$ cat config.mk
export PLATFORM = sky130hd
export DESIGN_NAME = shift_sequencer
export DESIGN_NICKNAME = d
export VERILOG_FILES = /design/src/rtl/shift_sequencer.sv
export SDC_FILE = /design/constraint.sdc
export NUM_CORES = 1
export LEC_CHECK = 0
export CAP_MARGIN = 10
export CORE_MARGIN = 1.5
export CORE_UTILIZATION = 43
export CTS_CLUSTER_SIZE = 14
export DETAILED_ROUTE_END_ITERATION = 7
export PLACE_DENSITY_LB_ADDON = 0.25
export REMOVE_ABC_BUFFERS = 1
export SETUP_SLACK_MARGIN = 0.02
export SYNTH_ARGS = -nofsm -noshare
export SYNTH_HDL_FRONTEND = slang
export SYNTH_SLANG_ARGS = --single-unit
$ cat constraint.sdc
create_clock -name CLK -period 1.75 [get_ports CLK]
set_input_delay 0.2625 -clock CLK [delete_from_list [all_inputs] [get_ports CLK]]
set_output_delay 0.2625 -clock CLK [all_outputs]
set_load 0.05 [all_outputs]
$ cat src/rtl/shift_sequencer.sv
// rtl/shift_sequencer.sv - two-requester round-robin bit-serial shift sequencer
// One command in flight: accept in IDLE, shift one bit per cycle in SHIFT, hold result in DONE.
module shift_sequencer #(
    parameter int WIDTH = 8,
    parameter int AMT_W = 3
) (
    input  logic             CLK,
    input  logic             RST,
    input  logic             req0_valid,
    output logic             req0_ready,
    input  logic             req0_dir,
    input  logic [AMT_W-1:0] req0_amt,
    input  logic [WIDTH-1:0] req0_data,
    input  logic             req1_valid,
    output logic             req1_ready,
    input  logic             req1_dir,
    input  logic [AMT_W-1:0] req1_amt,
    input  logic [WIDTH-1:0] req1_data,
    output logic             res_valid,
    input  logic             res_ready,
    output logic [WIDTH-1:0] res_data,
    output logic             res_id,
    output logic             busy
);

    typedef enum logic [1:0] {
        IDLE  = 2'd0,
        SHIFT = 2'd1,
        DONE  = 2'd2
    } state_t;

    state_t           state;
    state_t           state_nxt;
    logic [WIDTH-1:0] data_q;
    logic             dir_q;
    logic [AMT_W-1:0] cnt_q;
    logic             id_q;
    logic             ptr_q;

    logic             grant;
    logic             hs;
    logic             sel_dir;
    logic [AMT_W-1:0] sel_amt;
    logic [WIDTH-1:0] sel_data;

    // Round-robin pointer only matters when both requesters contend.
    always_comb begin
        grant      = (req0_valid && req1_valid) ? ptr_q : req1_valid;
        req0_ready = (state == IDLE) && !RST && req0_valid && !grant;
        req1_ready = (state == IDLE) && !RST && req1_valid && grant;
        hs         = req0_ready || req1_ready;
        sel_dir    = grant ? req1_dir  : req0_dir;
        sel_amt    = grant ? req1_amt  : req0_amt;
        sel_data   = grant ? req1_data : req0_data;
    end

    always_comb begin
        state_nxt = state;
        case (state)
            IDLE: begin
                if (hs) begin
                    state_nxt = (sel_amt == '0) ? DONE : SHIFT;
                end
            end
            SHIFT: begin
                if (cnt_q == AMT_W'(1)) begin
                    state_nxt = DONE;
                end
            end
            DONE: begin
                if (res_ready) begin
                    state_nxt = IDLE;
                end
            end
            default: state_nxt = IDLE;
        endcase
    end

    always_ff @(posedge CLK) begin
        if (RST) begin
            state  <= IDLE;
            data_q <= '0;
            dir_q  <= 1'b0;
            cnt_q  <= '0;
            id_q   <= 1'b0;
            ptr_q  <= 1'b0;
        end else begin
            state <= state_nxt;
            case (state)
                IDLE: begin
                    if (hs) begin
                        data_q <= sel_data;
                        dir_q  <= sel_dir;
                        cnt_q  <= sel_amt;
                        id_q   <= grant;
                        ptr_q  <= ~grant;
                    end
                end
                SHIFT: begin
                    // Logical shift: vacated bits fill with zero, shifted-out bits are lost.
                    data_q <= dir_q ? (data_q >> 1) : (data_q << 1);
                    cnt_q  <= cnt_q - AMT_W'(1);
                end
                default: ;
            endcase
        end
    end

    assign res_valid = (state == DONE);
    assign res_data  = data_q;
    assign res_id    = id_q;
    assign busy      = (state != IDLE);

endmodule

==> results of run 1 <==
[worst paths after layout]
| kind | startpoint | to | slack [ns] | cells past startpoint |
|---|---|---|---|---|
| setup / recovery | RST | req0_ready | 0.06 | 4 |
| hold / removal | cnt_q[1] | cnt_q[1] | 0.49 | 2 |
| setup reg to reg | ptr_q | state[0] | 0.23 | 4 |
| hold reg to reg | cnt_q[1] | cnt_q[1] | 0.49 | 2 |
[what timing repair did]
item | CTS | global route
endpoints found under the hold margin | 0 | 0
endpoints found under the setup margin | 3 | 2
pin swaps | 1 | 1
resized for setup | 3 | 5
buffers inserted | 2 | 3
[sequential cells by signal (all words and copies together) (netlist names)]
name      count
dir_q         1
cnt_q         3
res_id        1
state         2
res_data      8
ptr_q         1
[Yosys cell counts (2+ instances only)]
cell / count
dfxtp_1: 16
nand3b_1: 3
a211oi_1: 4
mux2i_1: 7
nor2b_1: 3
and3_1: 11
a21boi_0: 7
clkbuf_1: 6
o41ai_1: 3
nor3_1: 2
inv_1: 5
o21ai_0: 9
nor2_1: 13
buf_6: 2
a21oi_1: 16
ha_1: 2
[cell type report]
class	instances	area (µm²)
multi-input combinational	101	676
fill	190	633
timing repair buffer	61	577
sequential	16	322
clock buffer	4	36.3
tap	28	35.0
inverter	5	18.8
[routing by layer]
layer	wire length (µm)	global-route usage, %
met3	248	3.95
met4	70	12.4
met1	1300	29.8
met2	1610	41.7
met5	0	0
[placed cells by master, fill, tap and decap left out, types with 2 or more instances in the layout]
master	instances
clkdlybuf4s50_1	27
o21ai_0	9
inv_1	5
clkbuf_4	3
ha_1	2
mux2i_1	7
a21oi_1	16
nand3b_1	3
a21boi_0	7
nor2_1	12
nor2b_1	3
buf_4	27
dfxtp_1	15
dlygate4sd2_1	2
o41ai_1	3
buf_12	3
nor3_1	2
and3_1	11
a211oi_1	4
[power by group through the flow]
stage	Clock (mW)	Combinational, mW	Sequential [mW]
2_1_floorplan	0	0.647	0.767
3_3_place_gp	0	1.26	0.612
3_5_place_dp	0	1.29	0.621
4_1_cts	0.261	1.30	0.615
5_1_grt	0.280	1.42	0.644
6_report	0.264	1.32	0.628
[worst reg2reg max path: stages (launching register included)]
cell,delay (ns)
dfxtp_1,0.34
nand2b_2,0.25
a2111oi_0,0.52
a311o_1,0.22
o22ai_1,0.08
[cells by family after synthesis]
group	count (synthesis)	share of synthesized area, %
mux	7	6.49
simple gates	40	21.0
buf+inv	16	8.11
compound gates	52	32.4
flops	16	29.7
fa+ha+maj	2	2.32
[per-stage QoR]
stage          worst slack [ns]  total power, mW  util (%)  TNS, ns  cells
4_1_cts                  0.0314             2.18      70.9        0    212
6_report                 0.0625             2.21      72.4        0    215
5_1_grt                0.000756             2.35      72.4        0    215
3_3_place_gp            -0.0666             1.87      68.6   -0.510    206
2_1_floorplan            -0.558             1.41         -   -0.558    122
3_5_place_dp             -0.191             1.91      68.6    -1.27    206
==> impl_results.md, run 1 <==
- Outcome: completed
- Post-synthesis instance area: 1080 µm²
- Setup-failing EPs final: 0
- Via count: 1240
- Dpl cell area: 1580 µm²
- WP buf/inv: 3
- Leakage: 0.705 nW
- Max_cap viols: 0
- Combinational fraction of design power: about three fifths
- Vias per std cell: 5.77
- Routed length per instance: between 15 and 20 µm
- Global-route wire length before repair: approximately 5000 µm
- Synth unique cells: 40
- CTS tree: done
- Number of global-route vias before repair: 1176
- Layout cells sized above 1: 23.5%
- PD cells: 1330 nW/µm²
- CTS root buffer: clkbuf_4
- Final HPWL from detailed placement: 2330 µm
- Slowest CP cell: clkdlybuf4s50_1
- Synth top area share: 29.7%
- Largest net degree at the start of global routing: 25
- Max FO, Critical Path: 24
- Worst path top cell family by delay: buffers and inverters
- CP Class: in -> out
- Synth top area cells: dfxtp_1, a21oi_1, mux2i_1
- Syn avg cell area: 8.12 µm²
- Clock Sinks: 16
- Antenna violations before repair: 0
- Design area: 1660 µm²
- DRT Pass-1 Iters: 4
- Die Y: 53.1 µm
- Fraction of registers with async set/reset: 0%
- Die W: 53.1 µm
- Hold_ws: around 0.49 ns
- Row count: 17
- Critical Path AT: 1.43 ns
- Global-route usage over all layers: 24.6%
- Clock Skew: between 0.01 and 0.015 ns
- Max Slew Vio Count: 0
- Slew @ Worst Pin: 0.475 ns
- RSZ-0062 raised after global routing: yes
- Post-synth EDFFs: 0
- Gate Count Post-Synth: 133
- Yosys warning count: 0
- Synth area leader: dfxtp_1
- Initial Util: 47.0%
- VDD IR max: 0.843 mV
- Final antenna-violating net count: 0
- Die footprint: about 2800 µm²
- Max incr delay on CP: approximately 0.54 ns
- RD Place Congestion: a little under 0.9
- FMAX: 593 MHz
- Synthesis-stage register bit count: 16
- NumNets Final: 219
- Syn-to-layout area delta: 54.1%
- 1st-iter DRT viols: 22
- Psw: 1.03 mW
- Final period util: 96.4%
- CP Capture Type: primary output
- ANT cells: 0
- Post-Route WL: 3240 µm
- Relative slew margins: between 60 and 70%
- I/O pin total: 42
- Worst skew pair latency: 0.31 ns
- Sw frac: 46.7%
- GRT overflow: 0
- Worst-path clk slew: 0.09 ns
- Flop pwr share: 28.4%
- Htree depth: 1
- Port Buf Inserts: 41
- Startpoint Class: input pin
- Final Hold Viols: 0
- CTS Hold Buffers Added: 0
- Int Power: 1.18 mW
- Ys flop type: dfxtp_1
- CTS buffer count: 3
- Core area: 2300 µm²
- Clock buffer depth: 2
- Hold crit path type: reg -> reg
- Crit-path cells: clkdlybuf4s50_1 -> buf_8 -> and4b_2 -> buf_12
- Clk network pwr share: 11.9%
- Req. time, crit path: 1.49 ns
- Period minus WS final: 1.69 ns
- Sequential share of the synthesized area: around 30%
- Residual DRC: 0
(Power assumes the default switching activity.)
==> inputs of run 2 (changes only) <==
--- a/config.mk
+++ b/config.mk
@@ -7,9 +7,10 @@
 export LEC_CHECK = 0
 export CAP_MARGIN = 10
 export CORE_MARGIN = 1.5
-export CORE_UTILIZATION = 43
+export CORE_UTILIZATION = 30
 export CTS_CLUSTER_SIZE = 14
 export DETAILED_ROUTE_END_ITERATION = 7
+export MAX_ROUTING_LAYER = met4
 export PLACE_DENSITY_LB_ADDON = 0.25
 export REMOVE_ABC_BUFFERS = 1
 export SETUP_SLACK_MARGIN = 0.02
==> impl_results.md, run 2 (synthesis gave the netlist of run 1 again) <==
- NumNets Final: 215 (was 219)
- Clock Skew: 0.00387 ns (was 0.0109 ns)
- Hold crit path type: reg -> reg (unchanged)
- Htree depth: 1 (unchanged)
- Die W: 63.0 µm (was 53.1 µm)
- Pwr Total: 2.20 mW (was 2.21 mW)
- Hold endpoint: ptr_q (was cnt_q[1])
- I/O pin total: 42 (unchanged)
- PD cells: 1330 nW/µm² (about the same)
- Final HPWL from detailed placement: 2490 µm (was 2330 µm)
- Largest net degree at the start of global routing: 15 (was 25)
- Via count: 1201 (was 1240)
- Startpoint Class: input pin (unchanged)
- Design area: 1650 µm² (was 1660 µm²)
- Worst-path clk slew: 0.11 ns (was 0.09 ns)
- Port Buf Inserts: 41 (unchanged)
- HP Start: ptr_q (was cnt_q[1])
- DRT Pass-1 Iters: 4 (unchanged)
- CTS root buffer: clkbuf_4 (unchanged)
- Crit path from: RST (unchanged)
- Max FO, Critical Path: 14 (was 24)
- Core area: 3390 µm² (was 2300 µm²)
- Clk network pwr share: 11.5% (was 11.9%)
- Initial Util: 31.9% (was 47.0%)
- Max_cap viols: 0 (unchanged)
- RD Place Congestion: 0.825 (was 0.865)
- Worst skew pair latency: 0.28 ns (was 0.31 ns)
- 1st-iter DRT viols: 47 (was 22)
- Global-route wire length before repair: 5200 µm (was 5040 µm)
- Antenna violations before repair: 0 (unchanged)
- Sw frac: 46.5% (was 46.7%)
- Setup WS post-layout: 0.0486 ns (was 0.0625 ns)
- Leakage: 0.683 nW (was 0.705 nW)
- Number of flip-flops under the largest register name: 8 (unchanged)
- Number of global-route vias before repair: 1085 (was 1176)
- Clock buffer depth: 2 (unchanged)
- FMAX: 588 MHz (was 593 MHz)
- Setup-failing EPs final: 0 (unchanged)
- Req. time, crit path: 1.49 ns (about the same)
- Die Y: 63.0 µm (was 53.1 µm)
- Die footprint: 3970 µm² (was 2820 µm²)
- Global-route usage over all layers: 16.3% (was 24.6%)
- Setup bufs post-CTS: 0 (was 2)
- Flop pwr share: 28.1% (was 28.4%)
- Combinational fraction of design power: 60.5% (was 59.7%)
- Residual DRC: 0 (unchanged)
- Critical Path AT: 1.44 ns (was 1.43 ns)
- Post-Place Setup Slack: -0.187 ns (was -0.191 ns)
- Final period util: 97.2% (was 96.4%)
- GRT overflow: 0 (unchanged)
- Dpl cell area: 1600 µm² (was 1580 µm²)
- Clock Sinks: 16 (unchanged)
- Most frequent cells in the layout: clkdlybuf4s50_1, buf_4, a21oi_1, dfxtp_1, nor2_1 (was clkdlybuf4s50_1, buf_4, a21oi_1)
- Reg2Reg Depth: 4 (unchanged)
- Period minus WS final: 1.70 ns (was 1.69 ns)
- Final antenna-violating net count: 0 (unchanged)
- Launching point of the worst reg2reg path: state[0] (was ptr_q)
- Final Hold Viols: 0 (unchanged)
- Hold path cells: 1 (was 2)
- Post-Route WL: 3230 µm (was 3240 µm)
- Max Slew Vio Count: 0 (unchanged)
- Slew @ Worst Pin: 0.468 ns (was 0.475 ns)
- Most common cell after layout, fill and taps aside: clkdlybuf4s50_1
- CTS tree: done (unchanged)
- Vias per std cell: 5.24 (was 5.77)
- Syn-to-layout area delta: 52.8% (was 54.1%)
- Int Power: 1.18 mW (about the same)
- CP Class: in -> out (unchanged)
- Reg2reg end: res_data[0] (was state[0])
- CTS buffer count: 3 (unchanged)
- Relative slew margins: 68.7% (was 67.5%)
- Psw: 1.02 mW (was 1.03 mW)
- CP Capture Type: primary output (unchanged)
- Outcome: completed (unchanged)
- VDD IR max: 0.735 mV (was 0.843 mV)
- Routed length per instance: 14.1 µm (was 15.0 µm)
- Layout fillers: 318 (was 190)
- ANT cells: 0 (unchanged)
- Row count: 21 (was 17)
- Register-to-register setup slack: 0.23 ns (about the same)
- Layout cells sized above 1: 21.9% (was 23.5%)
==> run 2: cell count changes in the layout (fill, tap and decap cells not counted), sizes merged <==
cell,change
buf,-3
dlygate4sd2,-1
==> run 2: power groups by stage <==
stage          clock, mW  combinational (mW)  sequential, mW
2_1_floorplan          0               0.647           0.767
3_3_place_gp           0                1.29           0.618
3_5_place_dp           0                1.31           0.618
4_1_cts            0.258                1.32           0.611
5_1_grt            0.276                1.42           0.638
6_report           0.252                1.33           0.617
==> run 2: layout make-up <==
type	count	area, µm²	share of cell area, %
repair buffers	57	538	32.6
well taps	46	57.6	3.49
flip-flops and latches	16	320	19.4
inverters	5	18.8	1.14
multi-input cells	101	679	41.2
clock buffers	4	36.3	2.20
==> run 2: through the flow <==
stage / util [%] / std cells / hold WS [ns] / TNS, ns
3_3_place_gp: 47.3 / 225 / 0.462 / -0.579
3_5_place_dp: 47.3 / 225 / 0.465 / -1.24
5_1_grt: 48.7 / 229 / 0.518 / -0.00430
6_report: 48.7 / 229 / 0.475 / 0
4_1_cts: 48.4 / 229 / 0.479 / 0
2_1_floorplan: - / 122 / 0.329 / -0.558
==> run 2: repair_timing <==
item                       CTS  global route
setup endpoints to repair    2             2
resized for setup            1             3
hold buffers                 0             0
==> run 2: routing by layer <==
layer / global-route usage [%] / share of wire, % / vias to the layer above
li1: - / - / 594
met1: 23.6 / 50 / 569
met2: 23.7 / 45 / 36
met3: 2.34 / 4.7 / 2
met4: 4.17 / 0.46 / 0
met5: - / 0 / -
==> run 2: worst max-delay path by stage <==
| stage | slack, ns | end | depth (start not counted) |
|---|---|---|---|
| detailed placement | -0.19 | res_data[0] | 5 |
| floorplan | -0.56 | req1_ready | 3 |
| global route | -0.004 | req1_ready | 6 |
| CTS | 0.03 | req1_ready | 6 |
| global placement | -0.09 | res_data[0] | 5 |
| finish | 0.05 | req0_ready | 4 |
==> run 2: worst max-delay path, stage by stage <==
cell             delay [ns]
clkdlybuf4s50_1        0.52
buf_4                  0.23
and4b_2                0.27
buf_12                 0.15
